File: src/rtl/pc_fetch_ctrl.sv
// pc_fetch_ctrl: IF-stage program counter sequencer with a single-outstanding
// req/gnt/rvalid fetch port and a one-entry fetched-instruction buffer.
// Branch redirects flush the buffer and squash any fetch already in flight.
// Optional feature macro: PC_ALIGN_CHECK_EN (misaligned branch target flag;
// when defined, targets are forced to word alignment).
module pc_fetch_ctrl #(
  parameter logic [31:0] RESET_PC = 32'h0000_0000,
  parameter logic [31:0] PC_INC   = 32'd4
) (
  input  logic        clk,
  input  logic        rst,
  input  logic        stall_i,
  input  logic        branch_i,
  input  logic [31:0] b_tgt_i,
  output logic        imem_req_o,
  output logic [31:0] imem_addr_o,
  input  logic        imem_gnt_i,
  input  logic        imem_rvalid_i,
  input  logic [31:0] imem_rdata_i,
  output logic [31:0] pc_o,
  output logic        if_valid_o,
  output logic [31:0] if_pc_o,
  output logic [31:0] if_instr_o,
  output logic        misalign_o
);

  typedef enum logic [1:0] {
    S_IDLE = 2'd0,
    S_REQ  = 2'd1,
    S_WAIT = 2'd2
  } state_t;

  state_t      state_q, state_d;
  logic [31:0] pc_q, pc_d;
  logic [31:0] req_pc_q, req_pc_d;
  logic        squash_q, squash_d;
  logic        if_valid_q, if_valid_d;
  logic [31:0] if_pc_q, if_pc_d;
  logic [31:0] if_instr_q, if_instr_d;
  logic        misalign_q, misalign_d;
  logic        req;
  logic [31:0] tgt;

`ifdef PC_ALIGN_CHECK_EN
  // Redirects always land on a word boundary; a non-zero low pair is flagged.
  assign tgt = {b_tgt_i[31:2], 2'b00};
  assign misalign_d = branch_i && (b_tgt_i[1:0] != 2'b00);
`else
  assign tgt = b_tgt_i;
  assign misalign_d = 1'b0;
`endif

  // Request only from S_REQ, and never while a stalled buffer is still full.
  assign req = (state_q == S_REQ) && !(if_valid_q && stall_i);

  assign imem_req_o  = req;
  assign imem_addr_o = pc_q;
  assign pc_o        = pc_q;
  assign if_valid_o  = if_valid_q;
  assign if_pc_o     = if_pc_q;
  assign if_instr_o  = if_instr_q;
  assign misalign_o  = misalign_q;

  // State and datapath registers, synchronous reset.
  always_ff @(posedge clk) begin
    if (rst) begin
      state_q    <= S_IDLE;
      pc_q       <= RESET_PC;
      req_pc_q   <= 32'd0;
      squash_q   <= 1'b0;
      if_valid_q <= 1'b0;
      if_pc_q    <= 32'd0;
      if_instr_q <= 32'd0;
      misalign_q <= 1'b0;
    end else begin
      state_q    <= state_d;
      pc_q       <= pc_d;
      req_pc_q   <= req_pc_d;
      squash_q   <= squash_d;
      if_valid_q <= if_valid_d;
      if_pc_q    <= if_pc_d;
      if_instr_q <= if_instr_d;
      misalign_q <= misalign_d;
    end
  end

  // Next-state: fetch sequencing, buffer fill/drain, branch redirect on top.
  always_comb begin
    state_d    = state_q;
    pc_d       = pc_q;
    req_pc_d   = req_pc_q;
    squash_d   = squash_q;
    if_valid_d = if_valid_q;
    if_pc_d    = if_pc_q;
    if_instr_d = if_instr_q;

    // Buffer drains whenever downstream is not stalled.
    if (if_valid_q && !stall_i) begin
      if_valid_d = 1'b0;
    end

    case (state_q)
      S_IDLE: begin
        state_d = S_REQ;
      end
      S_REQ: begin
        if (req && imem_gnt_i) begin
          req_pc_d = pc_q;
          state_d  = S_WAIT;
        end
      end
      S_WAIT: begin
        if (imem_rvalid_i) begin
          state_d = S_REQ;
          if (squash_q) begin
            squash_d = 1'b0;
          end else begin
            if_valid_d = 1'b1;
            if_pc_d    = req_pc_q;
            if_instr_d = imem_rdata_i;
            pc_d       = req_pc_q + PC_INC;
          end
        end
      end
      default: begin
        state_d = S_IDLE;
      end
    endcase

    // Redirect wins over stall and over any response arriving this cycle.
    if (branch_i) begin
      pc_d       = tgt;
      if_valid_d = 1'b0;
      if_pc_d    = if_pc_q;
      if_instr_d = if_instr_q;
      if (state_q == S_REQ && req && imem_gnt_i) begin
        squash_d = 1'b1;
      end else if (state_q == S_WAIT) begin
        squash_d = !imem_rvalid_i;
      end
    end
  end

endmodule

File: config.mk
export PLATFORM = sky130hd
export DESIGN_NAME = pc_fetch_ctrl
export DESIGN_NICKNAME = d
export VERILOG_FILES = /design/src/rtl/pc_fetch_ctrl.sv
export SDC_FILE = /design/constraint.sdc
export NUM_CORES = 1
export LEC_CHECK = 0
export CAP_MARGIN = 20
export CORE_UTILIZATION = 41
export DETAILED_ROUTE_END_ITERATION = 10
export HOLD_SLACK_MARGIN = 0.12
export PLACE_DENSITY = 0.85
export SLEW_MARGIN = 20
export SYNTH_ARGS = -nofsm -noshare
export SYNTH_HDL_FRONTEND = slang
export SYNTH_SLANG_ARGS = --single-unit
export TNS_END_PERCENT = 50
File: constraint.sdc
create_clock -name clk -period 1.7 [get_ports clk]
set_input_delay 0.34 -clock clk [delete_from_list [all_inputs] [get_ports clk]]
set_output_delay 0.34 -clock clk [all_outputs]
set_load 0.005 [all_outputs]
**Word level (Yosys, flattened, before mapping)**

Cells that the tools add are included.

- Output and inout bits: 131
- Register bits after elaboration: 132
- Input port bits: 70
- Logic and storage cells: 48

- Add/subtract/negate cells: 1
- Multiplexer cells: 16
- Reduce and logical (&&, ||, !) cells: 17
- Bitwise logic cells: 2
- Equality and inequality tests: 5

Operators by type and width:

| kind | number |
|---|---|
| 32-bit two-way mux | 4 |
| 32-bit by 3-bit adder with 32-bit output (second input constant) | 1 |
| 1-bit two-way mux | 9 |
| 1-bit logical AND | 6 |
| 2-bit one-hot mux with 3 select lines | 1 |
| 2-bit two-way mux | 2 |
| 2-bit != test (second input constant) | 2 |
| 2-bit AND reduction | 2 |
| 4-bit AND reduction | 1 |
| 2-bit nonzero test | 2 |
| 1-bit zero test | 3 |
| 3-bit AND reduction | 1 |
| 2-bit by 1-bit equality test with 1-bit output (second input constant) | 1 |
| 2-bit equality test (second input constant) | 1 |
| 2-bit zero test | 1 |
| 2-bit by 1-bit != test with 1-bit output (second input constant) | 1 |
| 1-bit NOT | 2 |
| 2-bit OR reduction | 1 |

**Depth between registers and ports, before layout**

- Depth in word-level cells: 7
- Depth in mapped cells: 7
- Mapped depth without buffers: 6

**Worst setup path after synthesis**

No wires, ideal clock.

- Kind: register to register
- Start: reg req_pc_q[2]
- End: reg pc_q[22], in the netlist imem_addr_o[22]
- Clock period less this slack: 1742 ps
- Arrival time: 1647 ps
- Path slack: -42 ps
- Data required time: 1605 ps
- Cell stages (with the launch flop): 7
- Cells stage by stage: dfxtp_1 -> ha_1 -> and4_2 -> buf_2 -> nand4_2 -> o31a_1 -> a221oi_1

- Word-level cells in the longest chain between the ends: 5

Ends and longest elaborated chain:

| element | line | text |
|---|---|---|
| start, declared | 35 | `logic [31:0] req_pc_q, req_pc_d;` |
| start signal, assigned | 78 | `req_pc_q <= req_pc_d;` |
| 32-bit by 3-bit adder with 32-bit output | 121 | `pc_d = req_pc_q + PC_INC;` |
| 32-bit two-way mux | 115 | `if (squash_q) begin` |
| 32-bit two-way mux | 113 | `if (imem_rvalid_i) begin` |
| 32-bit two-way mux | 102 | `case (state_q)` |
| 32-bit two-way mux | 131 | `if (branch_i) begin` |
| end signal, assigned | 77 | `pc_q <= pc_d;` |
| end, declared | 34 | `logic [31:0] pc_q, pc_d;` |

Every way passes these cells. The select of a mux whose other input is x is not followed.
A chain may end at the register's enable or synchronous reset.

**Final worst setup path**

- Start: reg req_pc_q[8]
- End: reg pc_q[29], in the netlist imem_addr_o[29]

The elaborated chain is that of the path after synthesis.

==> impl_metrics.tcl <==
set metrics [dict create \
    synth_area_um2 5720 \
    nets 1014 \
    wl_per_cell_um 15.6 \
    initial_core_util_pct 42.6 \
    die-area_um2 14400 \
    cp-end-kind "flop" \
    nFillCells 1142 \
    criticalPathCategory "reg2reg" \
    grt_util_met3_pct 5.66 \
    rows 42 \
    synth_top_area_cell "dfxtp_1" \
    clockBufferDepth 2 \
    io_buffers 199 \
    skew_ps 5.33 \
    final_util_pct 65.6 \
    maxCapViolations 0 \
    fin_crit_ps 1680 \
    use_met2_pct 43.1 \
    use_met1_pct 27.6 \
    synth-seq-cells 132 \
    routed_wl_um 17700 \
    final_common_cell "nand2_1" \
    syn-num-nets 820 \
    grt_pass1_wl_um 27600 \
    antenna_found_initial 0 \
    hold_viol_final 0 \
    drv_slew 0 \
    synthToLayoutAreaGrowth_pct 54.1 \
    synth_top_area_share_pct 46.2 \
    clkLatencyLatePin_ps 410 \
    drt_first_iter_violations 381 \
    layout-drive-gt1-share_pct 16.9 \
    cts.sinks 132 \
    num_vias 5961 \
    min_path_type "in2reg" \
    grt_overflow 0 \
    htreeDepth 4 \
    rsz0062_at_grt "yes" \
    setup_tns_ps 0 \
    path_max_fanout 8 \
    die_h_um 120 \
    synthCells 749 \
    vdd_drop_max_uv 656 \
    synth-edff-count 0 \
    placed_cells 1094 \
    p_total_uw 7560 \
    gr-max-usage-layer "met2" \
    cts_buffers 17 \
    finalCritPeriodShare_pct 98.8 \
    status "finished clean" \
    worstPathRequired_ps 2040 \
    clk_pin_slew_worst_paths_ps 60 \
    arrival_ps 2020 \
    vias_per_cell 5.27 \
    synth.avg_cell_area_um2 7.64 \
    grt_pass1_vias 5656 \
    synth.area.top_cells "dfxtp_1, nand2_1, a21oi_1" \
    fmax_mhz 595 \
    die_w_um 120 \
    grt_max_degree 40 \
    drcViolationCount 0 \
    hold_slack_ps 178 \
    setup_violations 0 \
    first_pass_iters 5 \
    stdcell_count 1132 \
    ys_seq_area_share_pct 46.2 \
    root_buffer "clkbuf_16" \
    place.gp.congestion 0.841 \
    leakagePower_uw 0.00315 \
    async_reset_ff_share_pct 0 \
    yosys.cell_types.count 53 \
    power_density_nw_per_um2 857 \
    ios 201 \
    grtUsageTotal_pct 24.4 \
    n_antenna_cell 0 \
    yosysWarnings 0 \
    start_kind "flop" \
    ant_nets 0 \
    synth-main-ff-cell "dfxtp_1" \
    tritoncts "yes" \
    layout_common_cells "nand2_1, clkdlybuf4s50_1, a21oi_1, dfxtp_1, buf_4" \
    hpwl_um 11900 \
    placeableCoreArea_um2 13500 \
]
## metrics by stage
| step | instance area, um2 | setup slack, ps |
|---|---|---|
| after floorplan | 5740 | 4.41 |
| after global placement | 8060 | -312 |
| after detailed placement | 8060 | -358 |
| after CTS | 8690 | 0.345 |
| after global routing | 8820 | -52.9 |
| final | 8820 | 19.8 |
## sequential cells by signal, indices dropped and copies added, names as in the netlist, named ones only
name	cells
if_instr_o	32
if_pc_o	32
if_valid_o	1
imem_addr_o	32
req_pc_q	32
state_q	2
## critical path, cell delays in order, from the launching register on
cell and delay [ps]:
dfxtp_2 350, nand4_1 130, or3_4 460, buf_6 170, nor4_1 270, o21ai_1 90
a21oi_1 140
## cell type report
cell class                 count  area (um2)  area share [%]
clock buffer                  22         474            5.38
multi-input combinational    523        2720            30.8
clock inverter                10         105            1.19
sequential                   132        2680            30.4
inverter                       3        11.3           0.128
timing repair buffer         266        2610            29.6
tap                          176         220            2.50
## cell families after synthesis
family,share of synthesized area [%]
buffers and inverters,8.59
xor gates and xnor gates,3.06
DFF,46.2
AOI/OAI and AO/OA,16.9
and+or+nand+nor,25.0
adders and majority gates,0.219
other,0.0655
## cell usage after synthesis (all sizes together), types with 3 or more instances
library cell	number
nand2	235
dfxtp	132
a21oi	131
clkbuf	48
buf	43
nor2	35
xnor2	12
o21ai	10
o22ai	10
nand4	9
nor3	9
nand3	8
xor2	8
nor4	6
and4	5
o31a	5
a211oi	4
a221oi	3
inv	3
nand2b	3
or3	3
## layer usage
metal	share of wire [%]	wire length [um]
met5	0	0
met4	2.6	455
met3	6.9	1220
met2	51	8940
met1	40	7040
## what timing repair did
action                     4_1_cts  5_1_grt
setup endpoints to repair       24      108
hold buffers                     0        0
setup buffers                    3        3
pin swaps                        4       13
gates resized for setup         23       38
## power breakdown
| group | internal, uW | total [uW] | switching (uW) | leakage (uW) |
|---|---|---|---|---|
| clock | 2260 | 3570 | 1320 | 0.000285 |
| combinational | 429 | 740 | 310 | 0.00179 |
| sequential | 3170 | 3250 | 74.8 | 0.00108 |
| total | 5860 | 7560 | 1700 | 0.00315 |
## worst paths after layout
path / from / end / slack, ps / cells after the start
worst max-delay path: req_pc_q[8]$_SDFFE_PP0P_ / imem_addr_o[29]$_SDFFE_PP0P_ / 20 / 6
worst min-delay path: rst / req_pc_q[15]$_SDFFE_PP0P_ / 180 / 2
worst max register to register: req_pc_q[8]$_SDFFE_PP0P_ / imem_addr_o[29]$_SDFFE_PP0P_ / 20 / 6
worst min register to register: if_pc_o[9]$_SDFFE_PP0P_ / if_pc_o[9]$_SDFFE_PP0P_ / 450 / 2
Note: power is estimated with default switching activity, not from simulation.
